### config.mk
export PLATFORM = sky130hd
export DESIGN_NAME = button_ctrl
export DESIGN_NICKNAME = d
export VERILOG_FILES = /design/src/rtl/button_ctrl_pkg.sv /design/src/rtl/button_ctrl_key_debounce.sv /design/src/rtl/button_ctrl.sv
export SDC_FILE = /design/constraint.sdc
export NUM_CORES = 1
export LEC_CHECK = 0
export ABC_CLOCK_PERIOD_IN_PS = 2500
export CELL_PAD_IN_SITES_DETAIL_PLACEMENT = 0
export CELL_PAD_IN_SITES_GLOBAL_PLACEMENT = 1
export CORE_MARGIN = 4
export CORE_UTILIZATION = 45
export CTS_BUF_LIST = sky130_fd_sc_hd__clkbuf_8
export CTS_CLUSTER_DIAMETER = 60
export DETAILED_ROUTE_END_ITERATION = 10
export PLACE_DENSITY_LB_ADDON = 0.12
export SYNTH_ARGS = -nofsm -noshare
export SYNTH_HDL_FRONTEND = slang
export SYNTH_SLANG_ARGS = --single-unit
### constraint.sdc
create_clock -name clk -period 2.5 [get_ports clk]
set_clock_uncertainty 0.2 [all_clocks]
set_input_delay 0.75 -clock clk [delete_from_list [all_inputs] [get_ports clk]]
set_output_delay 0.75 -clock clk [all_outputs]
set_load 0.02 [all_outputs]
### src/rtl/button_ctrl_pkg.sv
`default_nettype none
// ============================================================================
// Module   : button_ctrl_pkg
// Brief    : Register offsets and counter-width helper for the key peripheral.
// Revision : 1.0
// ============================================================================
package button_ctrl_pkg;

  localparam logic [1:0] BTN_STATE   = 2'd0;
  localparam logic [1:0] BTN_PRESS   = 2'd1;
  localparam logic [1:0] BTN_RELEASE = 2'd2;
  localparam logic [1:0] BTN_IEN     = 2'd3;

  // Bits needed to hold 0..value-1; never less than one bit.
  function automatic int unsigned btn_clog2(input int unsigned value);
    int unsigned width;
    width = 1;
    for (int i = 1; i < 32; i++) begin
      if (((value - 1) >> i) != 0) width = i + 1;
    end
    return width;
  endfunction

endpackage : button_ctrl_pkg
`default_nettype wire

### src/rtl/button_ctrl_key_debounce.sv
`default_nettype none
// ============================================================================
// Module   : key_debounce
// Brief    : Single key channel: 2-flop synchroniser, debounce, edge pulses.
// Revision : 1.0
// ============================================================================
module key_debounce
  import button_ctrl_pkg::*;
#(
  parameter int unsigned DEBOUNCE_CYCLES = 20000
) (
  input  logic clk,
  input  logic reset,
  input  logic key_in,
  output logic stable,
  output logic rise,
  output logic fall
);

  localparam int unsigned CNT_W = btn_clog2(DEBOUNCE_CYCLES);
  localparam logic [CNT_W-1:0] CNT_MAX = CNT_W'(DEBOUNCE_CYCLES - 1);

  logic             sync1_q, sync1_d;
  logic             sync2_q, sync2_d;
  logic             stable_q, stable_d;
  logic [CNT_W-1:0] cnt_q, cnt_d;

  always_comb begin
    sync1_d  = key_in;
    sync2_d  = sync1_q;
    stable_d = stable_q;
    cnt_d    = cnt_q;
    rise     = 1'b0;
    fall     = 1'b0;
    // Any sample agreeing with the accepted level restarts the count.
    if (sync2_q == stable_q) begin
      cnt_d = '0;
    end else if (cnt_q == CNT_MAX) begin
      stable_d = sync2_q;
      cnt_d    = '0;
      rise     = sync2_q;
      fall     = ~sync2_q;
    end else begin
      cnt_d = cnt_q + CNT_W'(1);
    end
  end

  always_ff @(posedge clk) begin
    if (reset) begin
      sync1_q  <= 1'b0;
      sync2_q  <= 1'b0;
      stable_q <= 1'b0;
      cnt_q    <= '0;
    end else begin
      sync1_q  <= sync1_d;
      sync2_q  <= sync2_d;
      stable_q <= stable_d;
      cnt_q    <= cnt_d;
    end
  end

  assign stable = stable_q;

endmodule : key_debounce
`default_nettype wire

### src/rtl/button_ctrl.sv
`default_nettype none
// ============================================================================
// Module   : button_ctrl
// Brief    : Debounced key inputs with W1C press/release flags and press irq.
// Revision : 1.0
// ============================================================================
module button_ctrl
  import button_ctrl_pkg::*;
#(
  parameter int unsigned N_KEYS          = 8,
  parameter int unsigned DEBOUNCE_CYCLES = 20000,
  parameter bit          ACTIVE_LOW      = 1'b1
) (
  input  logic              clk,
  input  logic              reset,
  input  logic [N_KEYS-1:0] user_key,
  input  logic [1:0]        addr,
  input  logic              we,
  input  logic [31:0]       wdata,
  output logic [31:0]       rdata,
  output logic              irq
);

  logic [N_KEYS-1:0] key_in;
  logic [N_KEYS-1:0] stable;
  logic [N_KEYS-1:0] rise;
  logic [N_KEYS-1:0] fall;

  logic [N_KEYS-1:0] press_q, press_d;
  logic [N_KEYS-1:0] release_q, release_d;
  logic [N_KEYS-1:0] ien_q, ien_d;
  logic [N_KEYS-1:0] clr_press;
  logic [N_KEYS-1:0] clr_release;
  logic              unused_wdata;

  // Inverting ahead of the synchroniser keeps all internal state 1 = pressed.
  assign key_in = ACTIVE_LOW ? ~user_key : user_key;

  for (genvar i = 0; i < int'(N_KEYS); i++) begin : g_key
    key_debounce #(
      .DEBOUNCE_CYCLES(DEBOUNCE_CYCLES)
    ) u_key (
      .clk   (clk),
      .reset (reset),
      .key_in(key_in[i]),
      .stable(stable[i]),
      .rise  (rise[i]),
      .fall  (fall[i])
    );
  end

  always_comb begin
    clr_press   = (we && addr == BTN_PRESS)   ? wdata[N_KEYS-1:0] : '0;
    clr_release = (we && addr == BTN_RELEASE) ? wdata[N_KEYS-1:0] : '0;
    // A hardware event on the same edge as its clear keeps the flag set.
    press_d     = (press_q & ~clr_press) | rise;
    release_d   = (release_q & ~clr_release) | fall;
    ien_d       = (we && addr == BTN_IEN) ? wdata[N_KEYS-1:0] : ien_q;
  end

  always_ff @(posedge clk) begin
    if (reset) begin
      press_q   <= '0;
      release_q <= '0;
      ien_q     <= '0;
    end else begin
      press_q   <= press_d;
      release_q <= release_d;
      ien_q     <= ien_d;
    end
  end

  always_comb begin
    rdata = '0;
    case (addr)
      BTN_STATE:   rdata[N_KEYS-1:0] = stable;
      BTN_PRESS:   rdata[N_KEYS-1:0] = press_q;
      BTN_RELEASE: rdata[N_KEYS-1:0] = release_q;
      BTN_IEN:     rdata[N_KEYS-1:0] = ien_q;
      default:     rdata = '0;
    endcase
  end

  assign irq = |(press_q & ien_q);

  assign unused_wdata = ^wdata;

endmodule : button_ctrl
`default_nettype wire
; ---- After elaboration in Yosys (flattened, before gate mapping)
; Index checks and enable logic that the tools add are counted.
[op_classes]
bitwise = 24
n_mux = 35
eq_ne = 19
add_sub_neg = 8
reduce_logical = 21
[op_table]
columns = cell, n
row1 = $add 15x1->15 const B, 8
row2 = $eq 15x15->1 const B, 8
row3 = $mux 1, 32
row4 = $pmux 8 s4, 1
row5 = $and 8x8->8, 3
row6 = $not 8->8, 3
row7 = $reduce_or 3->1, 8
row8 = $mux 8, 2
row9 = $not 1->1, 16
row10 = $or 8x8->8, 2
row11 = $reduce_and 2->1, 8
row12 = $eq 1x1->1, 8
row13 = $reduce_or 8->1, 1
row14 = $eq 2x2->1 const B, 2
row15 = $logic_and 1x1->1, 3
row16 = $eq 2x1->1 const B, 1
row17 = $logic_not 2->1, 1
[totals]
inputBits = 45
ff_bits = 168

; ---- Depth between registers and ports, before layout
[logic_depth]
depth_word = 6
ltp_mapped = 8

; ---- By module
; From an unflattened synthesis, not the netlist that was laid out.
[hier_totals]
hier_cells = 833
area_unflattened_um2 = 7728.7
[modules_own_cells]
columns = module, cells_per_inst, area_each_um2, instances
row1 = key_debounce, 85, 775.7, 8
row2 = button_ctrl, 153, 1522.7, 1

; ---- Worst setup path before layout
; No wires, ideal clock.
[synth_path]
path_type = input -> output
start = input port addr[1]
end = output port rdata[0]
arrival_time_ns = 1.595
slack_ns = -0.045
n_path_buf = 1
cell_stages = 2
cell_sequence = buf_2 mux4_2
[synth_via]
elab_chain_len = 2
elab_cells_between_ends = 5
cone_classes = eq/ne: 3 / mux: 1 / reduce/logical: 1
[synth_lines]
columns = item, line
row1 = from (decl), button_ctrl.sv:17  ; input logic [1:0] addr,
row2 = "$eq 2x2->1, or another cell as far along", button_ctrl.sv:75  ; case (addr)
row3 = $pmux 8 s4 *, button_ctrl.sv:75
row4 = to (decl), button_ctrl.sv:20  ; output logic [31:0] rdata,
; Mark *: on every way between the ends. The rest lies on a longest branch, timed or not.

; ---- Worst setup path after layout
[layout_path]
start = input port addr[1]
end = output port rdata[6]
; Same word-level chain as after synthesis.

==> results.md <==
* Mean instance size in the synthesized netlist at 9.08 sq um
* Antenna Nets Post-Route at 0
* Crit path setup slack, layout at -0.124 ns
* Seq. cell area at 3360 sq um
* Combinational family with the most area after synthesis: simple AND/OR/NAND/NOR gates
* Multiplexer share of the synthesized area at 3.50%
* Met2 wire len at 6810 um
* Drt via density at roughly 5
* Worst EP required at 1.55 ns
* Synthesis-to-layout area growth at 11.9%
* Worst path cell trace: buf_8 > buf_12 > mux4_2 > buf_6
* Failing checks: setup timing
* Initial core utilization at 46.3%
* Top post-synthesis cells by area: dfxtp_1 45%, xor2_1 8.0%, nor2_1 7.9%
* Number of buffers inserted during clock tree synthesis at 17
* Max Transition Viols Final at 0
* Top cell types by occurrence after synthesis: 168 x dfxtp_1, 156 x nor2_1, 68 x xor2_1
* Hold violation total from the final report at 0
* Final cell utilization of the core at 51.8%
* Clock tree from TritonCTS: done
* Largest net degree at the start of global routing at 33
* CTS root buffer: clkbuf_8
* Core ar. at 16100 sq um
* DR WL met3 at 608 um
* Initial antenna violation count at 0
* Hold WC Path Type: register to register
* IO Port Bufs at 29
* Global-route wire length before repair at 24100 um
* Height of the chip at 137 um
* GRT Overall Usage at between 15 and 20%
* Proportion of layout cells with a drive suffix above 1 at 8.75%
* Area taken by multi-input logic gates at around 3700 sq um
* Fmax at ~0.38 GHz
* ANT cells at 0
* Clock insertion delay at the later pin of the skew report at approximately 0.45 ns
* Final HPWL from detailed placement at 10100 um
* Highest signal layer in the routed design: met4
* RSZ-0062 raised after global routing: yes
* Slowest cell on crit path: mux4_2
* Area share of and/or/nand/nor cells after synthesis at a little over a quarter
* Worst Setup End Kind: output pin
* Deepest clock path buffer count at 2
* Worst Setup Slack post-DPL at -0.981 ns
* Minimum period implied by the final worst setup slack at 2.62 ns
* Dominant synthesized flop cell: dfxtp_1
* Mapped cell area at 7440 sq um
* Peak supply drop at 0.355 mV
* Mapped Cells at 819
* Warnings from Yosys at 0
* Detailed-route wire length per cell at between 10 and 15 um
* First DRT Iteration DRCs at 247
* Via count at 5490
* Grt ovf at 0
* Leak Pwr at 0.00288 uW
* Cell with the most instances after synthesis: dfxtp_1
* Number of nets in the layout at 900
* Register clock-pin slew on the reported worst setup and hold paths at 0.08 ns
* Worst-margin pin slew at between 0.5 and 0.6 ns
* Count of flip-flops with a built-in enable after synthesis at 0
* Dominant cell type by area after synthesis: dfxtp_1
* Fill cell count at approximately 1500
* Total clock sinks at 168
* M1 WL at 6610 um
* Overall die width at 137 um
* Cell Pwr Density at ~570 nW/um^2
* Via count of the first global-routing pass at 5255
* Period utilisation layout at 105%
* I/O pin count at 78
* Register bit total from synthesis at 168
* Die footprint at 18700 sq um
* Highest cell delay on the worst timing path at ~0.54 ns
* Kind of start point of the critical path: input pin
* Dominant delay contributor by cell family on the critical path: multiplexers
* Proportion of netlist area held by the largest area contributor at 45.2%
* GPL Wtd Cong at between 0.8 and 0.9
* Post-synthesis xor/xnor area fraction at 12.8%
* Number of buffer and inverter instances along the worst setup path at 3
* Post-Route WL at about 14000 um
* Result of the run: finished, violations left
* Number of different library cells in the post-synthesis netlist at 38
* Startpoint-to-endpoint class of the critical path: input pin to output pin
* Seq/Total Area, Yosys at 45.2%
* Drt pass-1 iters at 4
* Critical-path maximum fanout at 6
* Total of endpoints with negative setup slack in the final report at 8
* Final routed DRC violation total at 0
* Synth Area in Adders at 1.35%
* Number of maximum-capacitance violations at 0
* H-tree depth reported by CTS at 4
* Asr flop ratio synth at 0%
* Compound-Gate Fraction of Synth Area at 3.50%
* Rows at 46
* Data arrival time of the critical path at about 1.7 ns
* Max transition margin at 62.1%
* Hold Buf Count CTS at 0
layout by cell type (no fill, tap or decap), types with 3 or more instances in the layout:
cell / n
and2_1: 7
clkinv_2: 5
conb_1: 24
nor3_1: 11
clkdlybuf4s50_1: 17
nor4_4: 3
xnor2_1: 41
nand3b_1: 18
clkbuf_8: 20
buf_6: 8
mux4_2: 8
nor2b_1: 8
buf_12: 3
nand3_1: 38
nor4_1: 12
nand4_1: 37
dfxtp_1: 168
mux2i_1: 8
o21ai_0: 19
nor2_1: 156
a22oi_1: 3
xor2_1: 68
nand2b_1: 3
or3_1: 8
ha_1: 8
or4b_1: 4
buf_4: 13
and4_1: 20
a21oi_1: 27
inv_1: 24
nor4b_1: 6
nand2_1: 26
and3_1: 17
power breakdown:
group	internal (uW)	switching, uW	total [uW]	leakage [uW]
Combinational	80.8	106	187	0.00132
Clock	943	927	1870	0.000196
Sequential	2690	14.1	2710	0.00136
Total	3720	1050	4770	0.00288
timing repair:
item | in CTS | in global routing
gates resized for setup | 64 | 1
pin swaps | 0 | 0
gates cloned | 2 | 0
buffers inserted | 1 | 0
hold endpoints to repair | 0 | 0
setup endpoints to repair | 9 | 9
area by class of cell:
type,instances,area share [%]
multi-input cells,589,44.6
inverters,24,1.08
repair buffers,47,6.10
clock buffers,20,3.31
flip-flops and latches,168,40.4
well taps,216,3.25
clock inverters,9,1.22
stage by stage:
stage	instance area, sq um	total power, uW	setup TNS, ns	std cells	hold slack, ns
after floorplan	7530	2900	0	842	0.213
after global placement	7870	2940	-7.65	1041	0.218
after detailed placement	7870	2940	-7.61	1041	0.223
after CTS	8330	4850	-0.699	1073	0.242
after global routing	8320	4960	-0.807	1073	0.249
final	8320	4770	-0.623	1073	0.238
per-layer routing:
layer / up-vias / GRT usage [%]
met4: 0 / 6.16
met5: - / 0
met1: 2571 / 20.2
met3: 26 / 4.19
met2: 99 / 26.2
li1: 2794 / -
cells by family after synthesis:
| family | Yosys count |
|---|---|
| flops | 168 |
| compound gates | 50 |
| simple gates | 382 |
| fa+ha+maj | 8 |
| other cells | 1 |
| xor+xnor | 109 |
| buf+inv | 85 |
| mux | 16 |
path summary, 6_finish.rpt:
kind / startpoint / endpoint / slack, ns / cells after the start
max: addr[1] / rdata[6] / -0.12 / 4
min: g_key[0].u_key.sync1_q / g_key[0].u_key.sync2_q / 0.24 / 1
max reg2reg: g_key[4].u_key.cnt_q[13] / g_key[4].u_key.cnt_q[12] / 0.28 / 4
min reg2reg: g_key[0].u_key.sync1_q / g_key[0].u_key.sync2_q / 0.24 / 1
registers in the layout, summed over array words and instances, names as in the netlist:
| register | count |
|---|---|
| g_key.u_key.cnt_q | 120 |
| g_key.u_key.stable | 8 |
| g_key.u_key.sync1_q | 8 |
| g_key.u_key.sync2_q | 8 |
| ien_q | 8 |
| press_q | 8 |
| release_q | 8 |
(Power assumes the default switching activity.)
